$ cat src/rtl/mux_arbiter.sv
// mux_arbiter: packet-granular controller for a 2:1 router output mux.
// Optional watchdog release is compiled in with `define MUX_ARB_TIMEOUT_EN.
module mux_arbiter #(
   parameter int VCHW       = 1,
   parameter int CREDIT_MAX = 4,
   parameter int TIMEOUT    = 16
) (
   input  logic            clk,
   input  logic            rst,
   input  logic            ivalid_0,
   input  logic            ivalid_1,
   input  logic [1:0]      itype_0,
   input  logic [1:0]      itype_1,
   input  logic [VCHW-1:0] ivch_0,
   input  logic [VCHW-1:0] ivch_1,
   input  logic            credit_in,
   input  logic [VCHW-1:0] credit_vch,
   output logic [1:0]      sel,
   output logic            grant_0,
   output logic            grant_1,
   output logic            busy,
   output logic            err_ovf,
   output logic            timeout
);

   localparam int NVC = 1 << VCHW;
   localparam int CW  = $clog2(CREDIT_MAX + 1);
   localparam logic [CW-1:0] CMAX = CW'(CREDIT_MAX);
   localparam logic [1:0] HEAD = 2'b01;
   localparam logic [1:0] TAIL = 2'b11;

   typedef enum logic [1:0] {
      IDLE  = 2'd0,
      LOCK0 = 2'd1,
      LOCK1 = 2'd2
   } state_t;

   state_t          state_q, state_d;
   logic            rr_q, rr_d;
   logic [VCHW-1:0] lvch_q, lvch_d;
   logic            err_q, err_d;
   logic [CW-1:0]   credit_q [NVC];
   logic [CW-1:0]   credit_d [NVC];
   logic [NVC-1:0]  ret_v, use_v;
   logic            req_0, req_1, lcred, grant, wd_fire;

   assign req_0 = ivalid_0 && (itype_0 == HEAD) && (credit_q[ivch_0] != '0);
   assign req_1 = ivalid_1 && (itype_1 == HEAD) && (credit_q[ivch_1] != '0);
   assign lcred = credit_q[lvch_q] != '0;

   assign grant_0 = (state_q == LOCK0) && ivalid_0 && lcred;
   assign grant_1 = (state_q == LOCK1) && ivalid_1 && lcred;
   assign grant   = grant_0 || grant_1;
   assign sel     = {state_q == LOCK1, state_q == LOCK0};
   assign busy    = state_q != IDLE;
   assign err_ovf = err_q;

`ifdef MUX_ARB_TIMEOUT_EN
   localparam int TW = $clog2(TIMEOUT + 1);
   logic [TW-1:0] wd_q, wd_d;

   // watchdog: count consecutive grant-less lock cycles, fire at TIMEOUT
   always_comb begin
      wd_d    = '0;
      wd_fire = 1'b0;
      if (busy && !grant) begin
         if (wd_q == TW'(TIMEOUT - 1)) begin
            wd_fire = 1'b1;
         end else begin
            wd_d = wd_q + 1'b1;
         end
      end
   end

   // watchdog counter register
   always_ff @(posedge clk) begin
      if (rst) begin
         wd_q <= '0;
      end else begin
         wd_q <= wd_d;
      end
   end

   assign timeout = wd_fire;
`else
   assign wd_fire = 1'b0;
   assign timeout = 1'b0;
`endif

   // arbitrate on HEADs in IDLE, hold the lock until a granted TAIL
   always_comb begin
      state_d = state_q;
      rr_d    = rr_q;
      lvch_d  = lvch_q;
      unique case (state_q)
         IDLE: begin
            if (req_0 && !(req_1 && rr_q)) begin
               state_d = LOCK0;
               lvch_d  = ivch_0;
            end else if (req_1) begin
               state_d = LOCK1;
               lvch_d  = ivch_1;
            end
         end
         LOCK0: begin
            if (grant_0 && itype_0 == TAIL) begin
               state_d = IDLE;
               rr_d    = 1'b1;
            end
         end
         LOCK1: begin
            if (grant_1 && itype_1 == TAIL) begin
               state_d = IDLE;
               rr_d    = 1'b0;
            end
         end
         default: state_d = IDLE;
      endcase
      if (wd_fire) begin
         state_d = IDLE;
         rr_d    = ~rr_q;
      end
   end

   // per-VC return and consume strobes
   always_comb begin
      ret_v = '0;
      use_v = '0;
      for (int v = 0; v < NVC; v++) begin
         ret_v[v] = credit_in && (credit_vch == VCHW'(v));
         use_v[v] = grant && (lvch_q == VCHW'(v));
      end
   end

   // credit counters; a return to a full counter is dropped and flagged
   always_comb begin
      err_d = err_q;
      for (int v = 0; v < NVC; v++) begin
         credit_d[v] = credit_q[v];
         if (ret_v[v] && !use_v[v]) begin
            if (credit_q[v] == CMAX) begin
               err_d = 1'b1;
            end else begin
               credit_d[v] = credit_q[v] + 1'b1;
            end
         end else if (use_v[v] && !ret_v[v]) begin
            credit_d[v] = credit_q[v] - 1'b1;
         end
      end
   end

   // state, pointer, locked VC, credits and sticky error
   always_ff @(posedge clk) begin
      if (rst) begin
         state_q <= IDLE;
         rr_q    <= 1'b0;
         lvch_q  <= '0;
         err_q   <= 1'b0;
         for (int v = 0; v < NVC; v++) begin
            credit_q[v] <= CMAX;
         end
      end else begin
         state_q <= state_d;
         rr_q    <= rr_d;
         lvch_q  <= lvch_d;
         err_q   <= err_d;
         for (int v = 0; v < NVC; v++) begin
            credit_q[v] <= credit_d[v];
         end
      end
   end

endmodule

$ cat config.mk
export PLATFORM = sky130hd
export DESIGN_NAME = mux_arbiter
export DESIGN_NICKNAME = d
export VERILOG_FILES = /design/src/rtl/mux_arbiter.sv
export SDC_FILE = /design/constraint.sdc
export NUM_CORES = 1
export LEC_CHECK = 0
export CAP_MARGIN = 20
export CORE_MARGIN = 4
export CORE_UTILIZATION = 56
export DETAILED_ROUTE_END_ITERATION = 6
export PLACE_DENSITY_LB_ADDON = 0.25
export SLEW_MARGIN = 20
export SYNTH_ARGS = -nofsm -noshare
export SYNTH_HDL_FRONTEND = slang
export SYNTH_SLANG_ARGS = --single-unit
$ cat constraint.sdc
create_clock -name clk -period 6.3 [get_ports clk]
set_clock_uncertainty 0.05 [all_clocks]
set_input_delay 0.63 -clock clk [delete_from_list [all_inputs] [get_ports clk]]
set_output_delay 0.63 -clock clk [all_outputs]
set_load 0.02 [all_outputs]
# Word level (Yosys, flattened, before mapping)
# Memory sizes are Yosys's and may differ from the RTL's. A register that Yosys moved wholly into a read port is not among the register bits.
# Cells that the tools add are included.
classes:
  n_addsub: 4
  multipliers: 0
  div_mod_pow: 0
  magnitude_cmp: 0
  n_eq_ne: 11
  shift: 0
  n_mux: 27
  bitwise_logic: 4
  n_reduce_logical: 36
op_table:
  columns: ["operator", "count"]
  rows:
  - ["$mux 3", 8]
  - ["$logic_and 1x1->1", 20]
  - ["$mux 1", 13]
  - ["$reduce_bool 3->1", 3]
  - ["$mux 2", 4]
  - ["$add 3x1->3 const B", 2]
  - ["$eq 2x1->1 const B", 3]
  - ["$eq 2x2->1 const B", 3]
  - ["$eq 3x3->1 const B", 2]
  - ["$pmux 2 s3", 1]
  - ["$reduce_and 3->1", 2]
  - ["$reduce_bool 2->1", 3]
  - ["$sub 3x1->3 const B", 2]
  - ["$logic_not 1->1", 5]
  - ["$ne 2x1->1 const B", 2]
  - ["$ne 3x3->1 const B", 1]
  - ["$logic_not 2->1", 1]
  - ["$not 1->1", 2]
  - ["$or 1x1->1", 2]
  - ["$pmux 1 s2", 1]
  - ["$reduce_and 2->1", 1]
  - ["$logic_or 1x1->1", 1]
totals:
  register_bits: 5
  latchBits: 0
  mem_bits_rw: 6
  romBits: 0
  input_bits: 12
  out_inout_bits: 7
  elab_cells: 87
  mem_count: 1
memory_table:
  columns: ["memory", "words", "word_bits", "rd", "rd_ports_with_merged_regs", "write_ports", "line", "text"]
  rows:
  - ["credit_q", 2, 3, 5, 1, 2, "42", "logic [CW-1:0] credit_q [NVC];"]

# Logic depth before layout (Yosys ltp)
# Gate-level depths: netlist of run 1.
depth:
  depth_word: 10
  ltp_mapped: 11
  mapped_depth_nobuf: 8

# Least setup slack after synthesis of run 1
# Ideal clock, no wire load.
synth_path:
  path_kind: "input-to-reg"
  from: "input ivalid_1"
  to: "memory credit_q[1][1] (netlist bit)"
  setup_time_ps: 75
  arrival_time_ps: 2337
  path_slack_ps: 3838
  cell_stages: 9
  path_buffers: 2
  cell_sequence: "and3b_1 > clkbuf_1 > o2111ai_2 > buf_6 > nand2_1 > xor2_1 > ha_1 > or3b_2 > a31oi_1"
synth_lines:
  columns: ["element", "line", "text"]
  rows:
  - ["start, declared", "11", "input logic ivalid_1,"]
  - ["end, declared", "42", null]

==> summary by stage, run 1 <==
Run status
The flow ran to the end, and the final reports show no timing, DRC or antenna violations.

Route
In this run, the number of DRC markers left after iteration 0 of detailed routing was 20. The detailed-routing iteration count for the pre-antenna-repair pass is 4. The routed design has 2565 µm of wire. The routed layout has 1,057 vias. The via-per-instance ratio is 6.254. The detail route stage leaves a number of antenna-violating nets equal to 0. In the final routed layout, each cell accounts on average for 15.18 µm. The remaining routing DRC violations is 0.

Global routing
Summed over all layers, the global routing overflow is 0. The number of antenna violations at the first check in global routing is 0. For met1 alone, demand over resource in global routing was 26.90%.

The total routing resource utilization after global routing is 20.98%. The routing usage on met3 is 5.983%. In the global route stage, met2 resource usage came out at 32.44%.

The via count of the first global-routing pass is 944. The largest net degree at the start of global routing is 17. The layer with the highest usage after global routing is met2. The global-route wire length before repair is 4222 µm.

Synthesis
The number of nets in the synthesized netlist is 149. Among all flip-flop cells after synthesis, the most frequent one is sky130_fd_sc_hd__dfxtp_1. After synthesis, the netlist uses 57 different library cells.

Synthesis produced 135 cells. Yosys mapped a number of flops with a built-in enable equal to 0. A synthesized cell averages 8.156 µm². The synthesized design contains 12 register bits.

The share of flip-flops with an asynchronous set or reset is 0%. In this run the cell area of the synthesized design comes to 0.001101 mm². Yosys printed 0 warnings. Sequential cells were found to cover 21.82% of the synthesized design area.

Clock tree
TritonCTS created 3 clock buffers. The CTS tree is built. The maximum buffer depth of the clock tree is 2. The number of buffers inserted by hold repair at cts is 0. The number of sinks handled by clock tree synthesis is 12.

After clock tree synthesis, the repair step resized 0 gates. The clock root buffer is sky130_fd_sc_hd__clkbuf_4. The later pin in the worst-skew pair is clocked with a latency of 280 ps. The clock-pin slew reported for the worst setup and hold paths after clock tree synthesis is 70 ps. CTS built an H-tree with a depth of 1. In this run the post-CTS setup repair buffer count came out at 0.

Finish
From synthesis to final layout, the design area changed by 12.95%. Leaving out fill and tap cells, the most frequent cell in the layout is sky130_fd_sc_hd__clkdlybuf4s50_1. The number of nets at the end of the flow is 160. Once layout is done, the placed cells without fillers occupy 0.001244 mm². Leaving out fill and tap cells, the most frequent cells in the layout are sky130_fd_sc_hd__clkdlybuf4s50_1 (17), sky130_fd_sc_hd__dfxtp_1 (12), sky130_fd_sc_hd__nor2_1 (11). The fill cell instance count of the final layout is 163. The number of antenna diodes in the final layout is 0. The post-route core utilization is 69.03%. In the final layout, the share of cells above drive strength 1 is 10.42%.

Setup path
Counting cells, the worst reg-to-reg path comes to 7. At the worst endpoint, the required time is 6450 ps. For the worst setup path, the data arrival time is 3070 ps. The classification of the worst setup path is input pin to flip-flop.

Among cell families on the critical path, the largest total delay comes from simple AND/OR/NAND/NOR gates. The destination of the worst register-to-register timing path is credit_q[1][1]. For this design, the slowest cell found on the critical path is sky130_fd_sc_hd__clkdlybuf4s50_1. The maximum single-stage delay on the critical path is 490 ps.

The critical path goes through clkdlybuf4s50_1, and3b_1, o2111ai_2, nand2_1, xor2_1, ha_1, or3b_2, a31oi_1. Counting both buffers and inverters, the worst setup path holds a total of 1. In this run the worst path has a maximum fanout of 11.

In this run the register-to-register setup slack is 3610 ps. The worst register-to-register path begins at credit_q[1][0]. The critical path launch point type is an input pin. STA classifies the critical path endpoint as a flip-flop.

Pwr
The power density over the cells is 177.9 mW/mm². The standby leakage power is 0.4582 nW. The peak supply drop is 0.1299 mV.

Timing
The worst slack on hold paths is 443.1 ps. The timing-limited maximum frequency is 343.1 MHz. The final critical path time including I/O delays and setup is 2915 ps.

Setup violations remaining at the end of the flow were counted as 0. After layout, the worst path uses 46.27% of the clock period. The summed negative setup slack over all endpoints is 0 ps. Setup repair after global routing left no endpoint under its margin.

The number of max-slew violations in the final report is 0. The number of hold-slack violations in the final timing report is 0. Headroom to the max-slew limit came out at 52.25%.

The pin slew with the least headroom to its limit is 707.1 ps. Across all setup checks in the final design, the least slack found is 3385 ps.

Worst hold path
The startpoint identified for the worst hold timing path is rr_q. The endpoint with the worst hold slack is rr_q. The class of the worst hold path is flip-flop to flip-flop. The worst hold path was traced through 2 stages.

Placement
During placement, the flow inserted port buffers numbering 17. Timing analysis after detailed placement gives a worst setup slack of 3136 ps. The placed instance area is 0.001221 mm². Routability-driven placement finished with a final weighted congestion of 0.8040. The wire-length estimate of the detail-placed layout is 1939 µm.

Floorplan
The floorplan die width is 52.34 µm. The floorplan step set the die height to 52.34 µm. The total area inside the core boundary comes to 0.001802 mm². The number of I/O pins is 19. The initial utilization of the core area, before any placement, comes to 61.11%.

The die covers 0.002739 mm². The number of placement rows is 15.

Job
The tool flagged a number of max-cap violations equal to 0.
## flip-flops by register name, indices dropped and copies added, names as in the netlist, named ones only
register,count
credit_q,6
rr_q,1
err_ovf,1
state_q,2
lvch_q,1
## metal layers
layer | share of wire (%) | routed length, µm
met5 | 0 | 0
met4 | 1.8 | 47
met3 | 5.3 | 137
met2 | 46 | 1177
met1 | 47 | 1202
## cell usage after synthesis, types with 2 or more instances
cell type	n	area [µm²]
sky130_fd_sc_hd__o211ai_1	2	15.01
sky130_fd_sc_hd__o31ai_1	4	30.03
sky130_fd_sc_hd__or3_1	3	18.77
sky130_fd_sc_hd__nor2b_1	4	25.02
sky130_fd_sc_hd__a211o_1	2	17.52
sky130_fd_sc_hd__clkbuf_1	3	11.26
sky130_fd_sc_hd__nand3_1	7	35.03
sky130_fd_sc_hd__buf_4	2	15.01
sky130_fd_sc_hd__a221oi_1	2	17.52
sky130_fd_sc_hd__xnor2_1	3	26.28
sky130_fd_sc_hd__or2_2	2	12.51
sky130_fd_sc_hd__nand2_1	10	37.54
sky130_fd_sc_hd__o2111ai_1	3	26.28
sky130_fd_sc_hd__a21oi_1	5	25.02
sky130_fd_sc_hd__a22oi_1	2	15.01
sky130_fd_sc_hd__ha_1	2	25.02
sky130_fd_sc_hd__nor3b_1	3	22.52
sky130_fd_sc_hd__buf_6	4	45.04
sky130_fd_sc_hd__or3b_2	2	17.52
sky130_fd_sc_hd__inv_1	4	15.01
sky130_fd_sc_hd__nor3_1	5	25.02
sky130_fd_sc_hd__dfxtp_1	12	240.2
sky130_fd_sc_hd__nand4b_1	2	17.52
sky130_fd_sc_hd__a31oi_1	2	12.51
sky130_fd_sc_hd__nor2_1	11	41.29
sky130_fd_sc_hd__buf_2	2	10.01
sky130_fd_sc_hd__and3b_1	2	17.52
## worst max-delay path by stage
stage,to,start,slack (ps),depth (start not counted)
final,credit_q[1][1],ivalid_1,3390,8
after detailed placement,credit_q[1][1],ivalid_1,3140,8
after floorplan,credit_q[1][1],ivalid_1,3840,9
after global routing,credit_q[1][1],ivalid_1,3220,8
after global placement,credit_q[1][1],ivalid_1,3220,8
after CTS,grant_1,credit_q[1][0],3420,4
## power breakdown
| group | internal [W] | switching (W) | total, W |
|---|---|---|---|
| Clock | 0.0000222 | 0.0000266 | 0.0000489 |
| Combinational | 0.0000381 | 0.0000413 | 0.0000794 |
| Sequential | 0.0000826 | 0.0000104 | 0.0000930 |
## worst register-to-register path, cell delays in order, from the launching register on
cell and delay (ps):
sky130_fd_sc_hd__dfxtp_1 380, sky130_fd_sc_hd__or4b_1 720, sky130_fd_sc_hd__o2111ai_2 260, sky130_fd_sc_hd__nand2_1 130
sky130_fd_sc_hd__xor2_1 160, sky130_fd_sc_hd__ha_1 300, sky130_fd_sc_hd__or3b_2 440, sky130_fd_sc_hd__a31oi_1 160
## logic make-up after synthesis
logic type	count (synthesis)	synth area share [%]
AO/OA/AOI/OAI	37	28.52
XOR/XNOR	4	3.182
adder cells (fa/ha/maj)	2	2.272
buffers and inverters	15	8.749
flip-flops	12	21.82
multiplexers	3	3.295
other	1	0.3406
AND/OR/NAND/NOR	61	31.82
## final cells by class
class                   count  area [µm²]  area share, %
multi-input cells         108       764.5          61.47
well taps                  25       31.28          2.515
repair buffers             17       170.2          13.68
clock buffers               3       22.52          1.811
flip-flops and latches     12       240.2          19.32
inverters                   4       15.01          1.207
## through the flow
stage | instances | total power [W]
global placement | 166 | 0.0001704
global route | 169 | 0.0002367
CTS | 169 | 0.0002235
floorplan | 135 | 0.0001503
finish | 169 | 0.0002212
detailed placement | 166 | 0.0001730
Power figures use the tool's default switching activity.
==> run 2: changes to the inputs <==
--- a/config.mk
+++ b/config.mk
@@ -7,7 +7,7 @@
 export LEC_CHECK = 0
 export CAP_MARGIN = 20
 export CORE_MARGIN = 4
-export CORE_UTILIZATION = 56
+export CORE_UTILIZATION = 52
 export DETAILED_ROUTE_END_ITERATION = 6
 export PLACE_DENSITY_LB_ADDON = 0.25
 export SLEW_MARGIN = 20
==> constraint.sdc (replaced) <==
create_clock -name clk -period 3 [get_ports clk]
set_clock_uncertainty 0.05 [all_clocks]
set_input_delay 0.3 -clock clk [delete_from_list [all_inputs] [get_ports clk]]
set_output_delay 0.3 -clock clk [all_outputs]
set_load 0.02 [all_outputs]
==> run 2 against run 1 <==
  * Worst hold slack worse by 1.6 ps
  * Cell count increased by 2.4%
  * Sequential share of layout area down 0.36 points
  * Non-clock buffer count increased by 1
  * Critical path depth fell by 4
  * Critical path type is now flip-flop to output port
  * First-iteration DRC count grew 35%
==> summary by stage, run 2 (same netlist as run 1, synthesis figures left out) <==
Run status
Result of the run: complete, no violations (unchanged).

Global routing
The met1 routing resource usage after global routing is 28.31% (was 26.90%). The fraction of met2 tracks used by global routing is 31.65% (was 32.44%). The total routing resource utilization after global routing is 20.51% (was 20.98%).

The number of antenna violations at the first check in global routing came to 0 (unchanged). The total grt overflow is 0 (unchanged). The largest net degree at the start of global routing was 17 (unchanged). The global-route wire length before repair came to 4409 µm (was 4222 µm). The via count of the first global-routing pass is 978 (was 944).

The routing usage on met3 is 3.324% (was 5.983%). The layer with the highest usage after global routing was met2 (unchanged).

Route
The total wire length is 2570 µm (was 2565 µm). The wire length per cell is 14.86 µm (was 15.18 µm). The detailed-routing iteration count for the pre-antenna-repair pass is 4 (unchanged).

The number of vias after detailed routing is 1,083 (was 1,057). The remaining routing DRC violations is 0 (unchanged). The count of antenna-violating nets left after detailed routing is 0 (unchanged). The initial detailed-routing violation count is 27 (was 20). The via-per-instance ratio came to 6.260 (was 6.254).

Floorplan
The total core area is 0.001982 mm² (was 0.001802 mm²). The initial standard-cell utilization of the core was 55.56% (was 61.11%). The number of I/O pins was 19 (unchanged). The number of placement rows is 16 (was 15). The vertical die dimension was 54.02 µm (was 52.34 µm). The floorplan die width came to 54.02 µm (was 52.34 µm).

The overall die area is 0.002918 mm² (was 0.002739 mm²).

Setup path
The cell with the largest stage delay on the worst path is sky130_fd_sc_hd__or4b_1 (was sky130_fd_sc_hd__clkdlybuf4s50_1). The critical path's top delay family is simple AND/OR/NAND/NOR gates (unchanged). The cell count of the worst reg-to-reg path came to 7 (unchanged). The capturing element of the worst setup path was grant_1 (was credit_q[1][1]). The required time of the worst setup path came to 2650 ps (was 6450 ps). Chain of cells forming the critical path: or4b_1, nand2_1, nor2_1, clkdlybuf4s50_1 (was clkdlybuf4s50_1, and3b_1, o2111ai_2, nand2_1, xor2_1, ha_1, or3b_2, a31oi_1). The launch point of the worst reg-to-reg path is credit_q[1][0] (unchanged). The classification of the worst setup path is flip-flop to output port (was input pin to flip-flop). The setup slack on the worst flop-to-flop path came to 500 ps (was 3610 ps).

The peak fanout along the critical path is 8 (was 11). The maximum single-stage delay on the critical path is 710 ps (was 490 ps). The endpoint kind of the worst setup timing path is an output port (was flip-flop). The arrival time of the worst setup path is 2180 ps (was 3070 ps). The buffers plus inverters on the worst setup path is 1 (unchanged). The count of cell instances traversed by the critical path is 4 (was 8). The destination of the worst register-to-register timing path is credit_q[1][1] (unchanged).

The launching element of the worst setup path was credit_q[1][0] (was ivalid_1). The critical path launch point type is a flip-flop (was input pin).

Job
The count of max-cap constraint violations is 0 (unchanged).

Clock tree
The number of sinks handled by clock tree synthesis was 12 (unchanged). The number of levels in the clock H-tree is 1 (unchanged). The clock-pin slew reported for the worst setup and hold paths after clock tree synthesis is 90 ps (was 70 ps). The number of gates resized after cts came to 0 (unchanged). The number of buffers inserted by hold repair at cts was 0 (unchanged). The post-CTS setup buffer count is 0 (unchanged). The clock root buffer is sky130_fd_sc_hd__clkbuf_4 (unchanged). The CTS tree is built (unchanged). The clock latency on the worst-skew pair came to 270 ps (was 280 ps). The number of clock buffers inserted by TritonCTS is 3 (unchanged).

The maximum buffer depth of the clock tree is 2 (unchanged).

Timing
The worst relative slew slack is 56.52% (was 52.25%). The number of max-slew violations in the final report came to 0 (unchanged). RSZ-0062 raised after global routing: false (unchanged). The routed design could run at a clock period as short as 2534 ps. The number of setup violations in the final report is 0 (unchanged).

The final critical path takes up 84.48% of the cycle. The worst slack on hold paths is 441.5 ps (was 443.1 ps). The pin slew with the least headroom to its limit is 650.1 ps (was 707.1 ps). The timing-limited maximum frequency is 394.6 MHz. The number of hold-slack violations in the final timing report is 0 (unchanged). The summed negative setup slack over all endpoints was 0 ps (unchanged).

Worst hold path
The class of the worst hold path was flip-flop to flip-flop (unchanged).

Pwr
The standby leakage power is 0.4696 nW (was 0.4582 nW). The power density over the cells is 390.2 mW/mm² (was 177.9 mW/mm²). The total design power came to 0.0004946 W (was 0.0002212 W). The peak supply drop is 0.2444 mV (was 0.1299 mV).

Placement
The final RePlAce weighted congestion is 0.8701 (was 0.8040). The port buffer count is 17 (unchanged). The total half-perimeter wirelength after legalization and detailed placement is 1982 µm (was 1939 µm).

Finish
The largest register by flop count is credit_q (unchanged). The commonest non-fill, non-tap cell in the layout is sky130_fd_sc_hd__clkdlybuf4s50_1 (unchanged). The number of flip-flops under the largest register name is 6 (unchanged). Commonest cells after routing, fill and taps aside: sky130_fd_sc_hd__clkdlybuf4s50_1 (17), sky130_fd_sc_hd__dfxtp_1 (12), sky130_fd_sc_hd__nor2_1 (11) (unchanged). The share of final-layout standard cells stronger than drive strength 1 is 11.64% (was 10.42%). Regs by FF count: credit_q (6), state_q (2) (unchanged). The layout overhead on the synthesized area was 15.11% (was 12.95%). The final antenna diode count is 0 (unchanged). The number of nets at the end of the flow was 161 (was 160).
## run 2: changes by cell type in the layout (fill, tap and decap cells not counted)
cell / change
sky130_fd_sc_hd__clkbuf_8: +1
sky130_fd_sc_hd__buf_4: +1
## run 2: metal layers
| layer | share of wire, % | vias to the layer above | wire length, µm |
|---|---|---|---|
| met5 | 0 | - | 0 |
| met2 | 46 | 27 | 1184 |
| met4 | 0.39 | 0 | 10 |
| li1 | - | 548 | - |
| met1 | 48 | 506 | 1230 |
| met3 | 5.6 | 2 | 145 |
## run 2: cell type report
| type | instances | area, µm² |
|---|---|---|
| inverters | 4 | 15.01 |
| flip-flops and latches | 12 | 240.2 |
| clock buffers | 4 | 36.28 |
| multi-input cells | 108 | 764.5 |
| well taps | 27 | 33.78 |
| repair buffers | 18 | 177.7 |
| fillers | 171 | 714.4 |
## run 2: stage by stage
step	instances	utilization (%)	area (µm²)	setup WS, ps
2_1_floorplan	135	-	1101	541.5
5_1_grt	173	63.95	1267	337.9
3_3_place_gp	169	62.12	1231	462.0
3_5_place_dp	169	62.12	1231	405.5
6_report	173	63.95	1267	465.6
4_1_cts	173	63.95	1267	464.4
## run 2: where the power goes
group	total [W]	internal (W)	switching, W
Combinational	0.000168	0.0000802	0.0000878
Sequential	0.000195	0.000173	0.0000215
Clock	0.000132	0.0000737	0.0000580
## run 2: worst register-to-register path: cells and delay by family (launching register included)
family	cells	cell delay [ps]
adders and majority gates	1	300
DFF	1	380
AOI/OAI and AO/OA	2	300
and+or+nand+nor	3	1240
xor gates and xnor gates	1	160
## run 2: how the worst min path moves through the flow
| stage | startpoint | to | slack (ps) | cells past startpoint |
|---|---|---|---|---|
| after global routing | rr_q | rr_q | 470 | 2 |
| after CTS | rr_q | rr_q | 440 | 2 |
| after detailed placement | rr_q | rr_q | 430 | 2 |
| final | rr_q | rr_q | 440 | 2 |
| after floorplan | rr_q | rr_q | 400 | 2 |
| after global placement | rr_q | rr_q | 420 | 2 |
==> run 3: changes to the inputs <==
==> constraint.sdc (replaced) <==
create_clock -name clk -period 2.4 [get_ports clk]
set_clock_uncertainty 0.05 [all_clocks]
set_input_delay 0.24 -clock clk [delete_from_list [all_inputs] [get_ports clk]]
set_output_delay 0.24 -clock clk [all_outputs]
set_load 0.02 [all_outputs]
==> run 3 against run 2 <==
  * Power is 31% higher
  * Register-to-register slack got worse by 400 ps
  * Combinational power grew 46%
  * Non-clock buffer count up 13
  * Utilization grew 6.3 points
  * Die area is the same
  * Critical endpoint is now credit_q[1][2]
  * Highest routed layer unchanged
==> summary by stage, run 3 (same netlist as run 1, synthesis figures left out) <==
Run status
Result of the run: complete, no violations (unchanged).

Timing
The worst slack on hold paths came to 435.6 ps (was 441.5 ps). The post-route worst setup slack is 98.34 ps (was 465.6 ps). The final critical path time including I/O delays and setup is 2302 ps. The summed negative setup slack over all endpoints is 0 ps (unchanged). The number of hold-slack violations in the final timing report is 0 (unchanged).

The number of setup violations in the final report is 0 (unchanged). Dividing the final minimum period by the clock period gives 95.90%. RSZ-0062 raised after global routing: false (unchanged). The number of max-slew violations in the final report was 0 (unchanged). The worst relative slew slack is 58.79% (was 56.52%). The pin slew with the least headroom to its limit is 616.2 ps (was 650.1 ps).

The timing-limited maximum frequency is 434.5 MHz.

Pwr
The standby leakage power is 0.5367 nW (was 0.4696 nW). The total design power was 0.0006478 W (was 0.0004946 W). The peak supply drop was 0.3461 mV (was 0.2444 mV).

The power density over the cells came to 465.6 mW/mm² (was 390.2 mW/mm²).

Floorplan
The overall die area is 0.002918 mm² (unchanged). The number of I/O pins is 19 (unchanged). The total core area is 0.001982 mm² (unchanged).

The floorplan die width is 54.02 µm (unchanged). The initial standard-cell utilization of the core was 55.56% (unchanged). The number of placement rows is 16 (unchanged). The vertical die dimension came to 54.02 µm (unchanged).

Placement
The post-placement setup slack is -57.04 ps (was 405.5 ps). The final RePlAce weighted congestion is 0.8234 (was 0.8701). The port buffer count is 17 (unchanged).

The total half-perimeter wirelength after legalization and detailed placement is 2167 µm (was 1982 µm).

Clock tree
The clock-pin slew reported for the worst setup and hold paths after clock tree synthesis was 90 ps (about the same). The number of levels in the clock H-tree came to 1 (unchanged). The CTS tree was built (unchanged). The clock latency on the worst-skew pair was 280 ps (was 270 ps). The maximum buffer depth of the clock tree came to 2 (unchanged). The clock root buffer is sky130_fd_sc_hd__clkbuf_4 (unchanged). The number of buffers inserted by hold repair at cts was 0 (unchanged). The number of clock buffers inserted by TritonCTS is 3 (unchanged). The number of sinks handled by clock tree synthesis is 12 (unchanged).

Finish
Regs by FF count: credit_q (6), state_q (2) (unchanged). The final antenna diode count is 0 (unchanged). The number of flip-flops under the largest register name came to 6 (unchanged).

The post-route core utilization is 70.20% (was 63.95%). The share of final-layout standard cells stronger than drive strength 1 is 22.01% (was 11.64%). Commonest cells after routing, fill and taps aside: sky130_fd_sc_hd__clkdlybuf4s50_1 (17), sky130_fd_sc_hd__buf_4 (14), sky130_fd_sc_hd__nor2_1 (11), sky130_fd_sc_hd__dfxtp_1 (11), sky130_fd_sc_hd__nand2_1 (9) (was sky130_fd_sc_hd__clkdlybuf4s50_1 (17), sky130_fd_sc_hd__dfxtp_1 (12), sky130_fd_sc_hd__nor2_1 (11)). The number of nets at the end of the flow is 174 (was 161). The fill cell instance count of the final layout is 165 (was 171). The commonest non-fill, non-tap cell in the layout is sky130_fd_sc_hd__clkdlybuf4s50_1 (unchanged). The layout overhead on the synthesized area came to 26.36% (was 15.11%).

The largest register by flop count is credit_q (unchanged).

Route
The via-per-instance ratio was 6.134 (was 6.260). The initial detailed-routing violation count is 27 (unchanged). The wire length per cell is 14.96 µm (was 14.86 µm). The count of antenna-violating nets left after detailed routing is 0 (unchanged).

The number of vias after detailed routing is 1,141 (was 1,083). The total wire length is 2783 µm (was 2570 µm). The remaining routing DRC violations is 0 (unchanged).

The detailed-routing iteration count for the pre-antenna-repair pass was 4 (unchanged).

Setup path
The arrival time of the worst setup path came to 2450 ps (was 2180 ps). The launching element of the worst setup path is credit_q[0][0] (was credit_q[1][0]). The cell count of the worst reg-to-reg path is 8 (was 7). The launch point of the worst reg-to-reg path is credit_q[0][0] (was credit_q[1][0]). The endpoint kind of the worst setup timing path was a flip-flop (was output port). The required time of the worst setup path is 2550 ps (was 2650 ps). The setup slack on the worst flop-to-flop path came to 100 ps (was 500 ps). The peak fanout along the critical path is 8 (unchanged). The classification of the worst setup path was flip-flop to flip-flop (was flip-flop to output port).

The critical path launch point type is a flip-flop (unchanged). The destination of the worst register-to-register timing path is credit_q[1][2] (was credit_q[1][1]).

Global routing
The number of antenna violations at the first check in global routing is 0 (unchanged). The via count of the first global-routing pass is 1,136 (was 978). The total routing resource utilization after global routing was 22.96% (was 20.51%).

The largest net degree at the start of global routing is 17 (unchanged). The global-route wire length before repair was 4926 µm (was 4409 µm). The total grt overflow is 0 (unchanged).

Worst hold path
The start point of the worst hold path is rr_q (unchanged). The class of the worst hold path is flip-flop to flip-flop (unchanged). The endpoint with the worst hold slack is rr_q (unchanged).

The instance count along the most critical hold path is 2 (unchanged).

Job
The count of max-cap constraint violations is 0 (unchanged).
## run 3: cell type report
type	instances	area [µm²]	area share, %
multi-input cells	108	789.5	56.74
repair buffers	31	275.3	19.78
flip-flops and latches	12	241.5	17.36
well taps	27	33.78	2.428
clock buffers	4	36.28	2.608
inverters	4	15.01	1.079
## run 3: per-stage QoR
stage                     instance area, µm²  cells
after floorplan                         1130    135
after global routing                    1391    186
after detailed placement                1345    182
final                                   1391    186
after global placement                  1345    182
after CTS                               1385    186
## run 3: what timing repair did
action / 4_1_cts / 5_1_grt
setup endpoints to repair: 1 / 2
pin swaps: 0 / 2
gates resized for setup: 1 / 2
setup buffers: 0 / 0
cloned: 0 / 0
hold endpoints to repair: 0 / 0
## run 3: critical path: stages (launching register included)
cell and delay, ps:
sky130_fd_sc_hd__dfxtp_1 320, sky130_fd_sc_hd__or4_4 610, sky130_fd_sc_hd__o2111ai_4 110, sky130_fd_sc_hd__nand2_2 70, sky130_fd_sc_hd__xor2_1 150, sky130_fd_sc_hd__ha_2 180, sky130_fd_sc_hd__or3_1 360, sky130_fd_sc_hd__a2bb2oi_1 160
sky130_fd_sc_hd__a211oi_2 220
## run 3: how the worst max path moves through the flow
stage / end / slack [ps] / cells after the start
after floorplan: credit_q[1][1] / -20 / 10
after global placement: credit_q[1][1] / 60 / 8
after detailed placement: credit_q[1][2] / -60 / 9
after CTS: credit_q[1][2] / 3 / 8
after global routing: credit_q[1][2] / 1 / 8
final: credit_q[1][2] / 100 / 8
## run 3: where the power goes
group          internal [W]  switching (W)  total, W
clock             0.0000922      0.0000771  0.000169
combinational      0.000119       0.000127  0.000246
sequential         0.000217      0.0000154  0.000232
## run 3: metal layers
metal	global-route usage [%]	share of wire, %	up-vias
li1	-	-	569
met1	26.94	45	538
met2	38.91	48	26
met3	3.601	4.1	8
met4	13.69	2.7	0
met5	0	0	-
